$ cat src/rtl/id_stage.sv
// Instruction-decode stage: 32x32 GPR file, immediate extender and ID/EX pipeline register.
// Optional macro ID_WB_FORWARD_EN adds a WB-to-ID bypass and a held-bundle refresh while stalled.
module id_stage #(
    parameter logic [5:0]  R_FORM        = 6'd0,
    parameter logic [31:0] REG_RESET_VAL = 32'h0
) (
    input  logic        CLK,
    input  logic        RST,
    input  logic        in_valid,
    input  logic [31:0] Ins_in,
    input  logic        stall,
    input  logic        flush,
    input  logic        WE,
    input  logic [4:0]  Wadr,
    input  logic [31:0] Wdata,
    output logic        out_valid,
    output logic [31:0] Ins,
    output logic [31:0] Rdata1,
    output logic [31:0] Rdata2,
    output logic [31:0] Ed32,
    output logic [4:0]  Wdst
);

    localparam logic [5:0] OP_JAL  = 6'h03;
    localparam logic [5:0] OP_ANDI = 6'h0C;
    localparam logic [5:0] OP_ORI  = 6'h0D;
    localparam logic [5:0] OP_XORI = 6'h0E;
    localparam logic [5:0] OP_LUI  = 6'h0F;

    function automatic logic [31:0] extend_imm(input logic [5:0] op, input logic [15:0] imm);
        logic [31:0] ext;
        case (op)
            OP_ANDI, OP_ORI, OP_XORI: ext = {16'h0000, imm};
            OP_LUI:                   ext = {imm, 16'h0000};
            default:                  ext = {{16{imm[15]}}, imm};
        endcase
        return ext;
    endfunction

    function automatic logic [4:0] dest_reg(input logic [5:0] op, input logic [4:0] rt,
                                            input logic [4:0] rd);
        logic [4:0] dst;
        if (op == R_FORM) begin
            dst = rd;
        end else if (op == OP_JAL) begin
            dst = 5'd31;
        end else begin
            dst = rt;
        end
        return dst;
    endfunction

    logic [31:0] gpr_q [32];

    logic [5:0]  op_s;
    logic [4:0]  rs_s;
    logic [4:0]  rt_s;
    logic [4:0]  rd_s;
    logic [15:0] imm_s;
    logic        wb_hit_s;
    logic [31:0] read1_s;
    logic [31:0] read2_s;

    logic        valid_q,  valid_d;
    logic [31:0] ins_q,    ins_d;
    logic [31:0] rdata1_q, rdata1_d;
    logic [31:0] rdata2_q, rdata2_d;
    logic [31:0] ed32_q,   ed32_d;
    logic [4:0]  wdst_q,   wdst_d;

    assign op_s     = Ins_in[31:26];
    assign rs_s     = Ins_in[25:21];
    assign rt_s     = Ins_in[20:16];
    assign rd_s     = Ins_in[15:11];
    assign imm_s    = Ins_in[15:0];
    assign wb_hit_s = WE && (Wadr != 5'd0);

    // Register file write-back port; $0 is never written and all entries reload on reset.
    always_ff @(posedge CLK or posedge RST) begin
        if (RST) begin
            for (int i = 0; i < 32; i++) begin
                gpr_q[i] <= REG_RESET_VAL;
            end
        end else if (wb_hit_s) begin
            gpr_q[Wadr] <= Wdata;
        end
    end

    // Asynchronous read ports; $0 is forced to zero regardless of the stored entry.
    always_comb begin
        read1_s = 32'h0000_0000;
        read2_s = 32'h0000_0000;
        if (rs_s != 5'd0) begin
            read1_s = gpr_q[rs_s];
        end else begin
            read1_s = 32'h0000_0000;
        end
        if (rt_s != 5'd0) begin
            read2_s = gpr_q[rt_s];
        end else begin
            read2_s = 32'h0000_0000;
        end
`ifdef ID_WB_FORWARD_EN
        if (wb_hit_s && (Wadr == rs_s)) begin
            read1_s = Wdata;
        end else begin
            read1_s = read1_s;
        end
        if (wb_hit_s && (Wadr == rt_s)) begin
            read2_s = Wdata;
        end else begin
            read2_s = read2_s;
        end
`endif
    end

    // ID/EX next state: flush beats stall, stall beats a normal load.
    always_comb begin
        valid_d  = valid_q;
        ins_d    = ins_q;
        rdata1_d = rdata1_q;
        rdata2_d = rdata2_q;
        ed32_d   = ed32_q;
        wdst_d   = wdst_q;
        if (flush) begin
            valid_d = 1'b0;
            ins_d   = 32'h0000_0000;
            wdst_d  = 5'd0;
        end else if (stall) begin
`ifdef ID_WB_FORWARD_EN
            // Keep a held bundle coherent with write-backs that land while it waits.
            if (valid_q && wb_hit_s && (Wadr == ins_q[25:21])) begin
                rdata1_d = Wdata;
            end else begin
                rdata1_d = rdata1_q;
            end
            if (valid_q && wb_hit_s && (Wadr == ins_q[20:16])) begin
                rdata2_d = Wdata;
            end else begin
                rdata2_d = rdata2_q;
            end
`else
            valid_d = valid_q;
`endif
        end else begin
            valid_d  = in_valid;
            rdata1_d = read1_s;
            rdata2_d = read2_s;
            ed32_d   = extend_imm(op_s, imm_s);
            if (in_valid) begin
                ins_d  = Ins_in;
                wdst_d = dest_reg(op_s, rt_s, rd_s);
            end else begin
                ins_d  = 32'h0000_0000;
                wdst_d = 5'd0;
            end
        end
    end

    // ID/EX pipeline register.
    always_ff @(posedge CLK or posedge RST) begin
        if (RST) begin
            valid_q  <= 1'b0;
            ins_q    <= 32'h0000_0000;
            rdata1_q <= 32'h0000_0000;
            rdata2_q <= 32'h0000_0000;
            ed32_q   <= 32'h0000_0000;
            wdst_q   <= 5'd0;
        end else begin
            valid_q  <= valid_d;
            ins_q    <= ins_d;
            rdata1_q <= rdata1_d;
            rdata2_q <= rdata2_d;
            ed32_q   <= ed32_d;
            wdst_q   <= wdst_d;
        end
    end

    assign out_valid = valid_q;
    assign Ins       = ins_q;
    assign Rdata1    = rdata1_q;
    assign Rdata2    = rdata2_q;
    assign Ed32      = ed32_q;
    assign Wdst      = wdst_q;

endmodule

$ cat config.mk
export PLATFORM = sky130hd
export DESIGN_NAME = id_stage
export DESIGN_NICKNAME = d
export VERILOG_FILES = /design/src/rtl/id_stage.sv
export SDC_FILE = /design/constraint.sdc
export NUM_CORES = 2
export LEC_CHECK = 0
export BUFFER_PORTS_ARGS = -buffer_cell sky130_fd_sc_hd__buf_4
export CAP_MARGIN = 10
export CORE_UTILIZATION = 60
export DETAILED_ROUTE_END_ITERATION = 7
export PLACE_DENSITY_LB_ADDON = 0.1
export SETUP_SLACK_MARGIN = 0.4
export SYNTH_ARGS = -nofsm -noshare
export SYNTH_HDL_FRONTEND = slang
export SYNTH_SLANG_ARGS = --single-unit
$ cat constraint.sdc
create_clock -name CLK -period 115.5 [get_ports CLK]
set_input_delay 23.1 -clock CLK [delete_from_list [all_inputs] [get_ports CLK]]
set_output_delay 23.1 -clock CLK [all_outputs]
set_load 0.005 [all_outputs]
==> flow_metrics.py <==
metrics = {
    "power_and_ir_drop": {
        "p_seq_share_pct": 45.5,
        "internal_power_mw": 0.871,
        "p_leak_nw": 28.8,
        "power_mw": 1.18,
        "power_frac_comb_pct": 18.7,
        "peakVddDrop_mv": 0.0144,
        "swShare_pct": 26.4,
        "switchingPower_mw": 0.313,
        "clock_power_share_pct": 35.8,
        "powerDensity_nw_per_um2": 18.1,
    },
    "place": {
        "pre_cts_ws_ns": 87.91,
        "placed_area_sq_um": 60900,
        "port_buffers": 208,
        "place_hpwl_microns": 102000,
        "routabilityCongestion": 0.834,
    },
    "die": {
        "die_y_microns": 315,
        "io_pins": 209,
        "start_util_pct": 60.7,
        "die_x_microns": 315,
        "core-area_sq_um": 97000,
        "std_cell_rows": 114,
        "fp.dieArea_sq_um": 99400,
    },
    "yosys": {
        "synth-seq-cells": 1158,
        "ys_types": 45,
        "yosys_warnings": 0,
        "synth_area_leaders": "dfrtp_1 (49%), mux2_2 (19%), mux4_2 (19%), mux2i_1 (3.6%), a22o_1 (1.7%)",
        "syn_inst": 3785,
        "syn_area_sq_um": 58900,
        "synth_edf_count": 0,
        "synth_nets": 3860,
        "yosys.area.top_type_share_pct": 49.2,
        "synth_flop_cell": "dfrtp_1",
        "yosysSeqAreaShare_pct": 49.2,
        "synth_top_area_cell": "dfrtp_1",
        "synth-async-reset-ratio_pct": 100,
        "synth.avg_cell_area_sq_um": 15.6,
    },
    "global_routing": {
        "grt_antenna_before_repair": 3,
        "grt_pass1_wl_microns": 269000,
        "grt_pass1_vias": 39600,
        "grt_usage_pct": 37.5,
        "grt_start_max_net_pins": 204,
        "grt-ovfl-total": 0,
    },
    "setup_path": {
        "path_cells": "buf_4 -> inv_8 -> buf_4 -> buf_12 -> buf_12 -> buf_4",
        "cp.arrival_ns": 27.47,
        "cpPeakStageDelay_ns": 0.84,
        "required_ns": 116.24,
        "cpMostUsedCell": "buf_4",
        "crit_path_max_fanout": 200,
        "crit_buf_inv": 6,
        "critPathCaptureType": "async pin",
        "slowest_stage": "buf_4",
        "crit_path_start_kind": "primary input",
        "critical-path-top-delay-family": "buffers and inverters",
        "path_class": "in2async",
    },
    "clocking": {
        "cts_root_buf": "clkbuf_16",
        "cts-resized-gates": 0,
        "postCtsSetupBuffers": 0,
        "cts_tree": "yes",
        "htree_num_levels": 4,
        "numCtsBuffers": 130,
        "cts-hold-fix-buffers": 0,
        "cts.clk_slew.worst_paths_ns": 0.05,
        "cts_sinks": 1158,
        "cts.path.max_buffers": 3,
        "worstSkewPairLatency_ns": 0.75,
    },
    "sta": {
        "hold_viol_final": 0,
        "timing.final.crit_period_ns": 26.74,
        "relSlewSlack_pct": 14.9,
        "final_max_slew_viol_count": 0,
        "fin_ws_ns": 88.76,
        "skew_ns": 0.0375,
        "clock.fmax_mhz": 37.4,
        "tightest_slew_ns": 1.28,
        "grt_setup_unrepaired": "no",
        "finalSetupTns_ns": 0,
        "period_share_pct": 23.1,
        "setup_viol": 0,
    },
    "cells_and_area": {
        "areaGrowthSynthToFinish_pct": 10.9,
        "final_common_cell": "dfrtp_1",
        "fin_nets": 3853,
        "drive_gt1_share_pct": 52.6,
        "final_cell_mix": "dfrtp_1 (1158), mux2_2 (1015), mux4_2 (491)",
        "fin_area_sq_um": 65400,
    },
    "route": {
        "first_pass_iters": 8,
        "drtAntennaViolNets": 0,
        "drc": 20,
        "avgViaCountPerCell": 7.23,
        "drt_iter0_drc": 4230,
        "drt-total-wl_microns": 181000,
        "wl_per_cell_microns": 35.2,
        "dr_total_vias": 37200,
    },
    "outcome": {
        "status": "finished, violations left",
        "violations": "design-rule violations",
    },
    "worst_hold_path": {
        "hold_path.class": "reg2reg",
    },
    "job": {
        "maxCapViolCount": 0,
    },
}
==> final timing paths <==
kind	start	slack, ns	cells after the start	endpoint
min in group asynchronous	RST	22.58	2	gpr_q[573]
max in group CLK	Ins_in[21]	89.39	8	Rdata1[28]
max	RST	88.76	6	gpr_q[874]
max reg2reg	gpr_q[279]	113.66	5	Rdata1[23]
min reg2reg	gpr_q[1012]	0.39	0	gpr_q[1012]
min	gpr_q[1012]	0.39	0	gpr_q[1012]
==> per-layer routing <==
layer | vias up | part of all wire [%] | track usage (%)
met3 | 480 | 8.8 | 8.02
met4 | 0 | 4.2 | 16.0
met5 | - | 0 | 0
met2 | 1869 | 48 | 58.9
met1 | 20200 | 39 | 51.3
li1 | 14700 | - | -
==> registers in the layout (all words and copies together), names as in the netlist <==
signal and flops:
Ed32 32, Ins 32, Rdata1 32, Rdata2 32
Wdst 5, gpr_q 1024, out_valid 1
==> layout make-up <==
cell class	instances	area, sq um
timing repair buffer	285	2270
clock buffer	198	3970
inverter	4	25.0
tap	1276	1600
antenna	2	5.00
fill	6591	31600
clock inverter	31	407
multi-input combinational	2199	28100
sequential	1158	29000
==> synth_stat cells, drive strengths merged, types with 8 or more instances <==
library cell	instances
a221oi	13
mux4	491
buf	230
nor2	25
a221o	15
mux2i	212
nand2	75
dfrtp	1158
a211oi	55
o22ai	60
o21ai	16
nand3	10
a22o	116
mux2	1017
nand2b	8
a22oi	32
o2111ai	9
clkbuf	194
==> cells by family (layout without fill, tap and decap cells) <==
family	count (synthesis)	count (layout)	synth area share, %
AOI/OAI and AO/OA	326	326	4.30
buffers and inverters	428	518	3.48
muxes	1720	1720	41.8
and+or+nand+nor	153	153	1.21
other	0	2	0
DFF	1158	1158	49.2
==> power groups by stage <==
stage / Clock, mW / Combinational [mW] / Sequential, mW
5_1_grt: 0.445 / 0.236 / 0.547
3_5_place_dp: 0 / 0.221 / 0.543
6_report: 0.424 / 0.222 / 0.539
2_1_floorplan: 0 / 0.172 / 0.522
3_3_place_gp: 0 / 0.213 / 0.535
4_1_cts: 0.427 / 0.222 / 0.537
==> metrics by stage <==
stage	hold slack [ns]	cells	util [%]
floorplan	0.441	3785	-
global placement	0.376	4920	62.8
detailed placement	0.384	4920	62.8
CTS	0.396	5149	67.3
global route	0.413	5153	67.4
finish	0.394	5153	67.4
No activity file was read; power rests on OpenSTA's default activity.
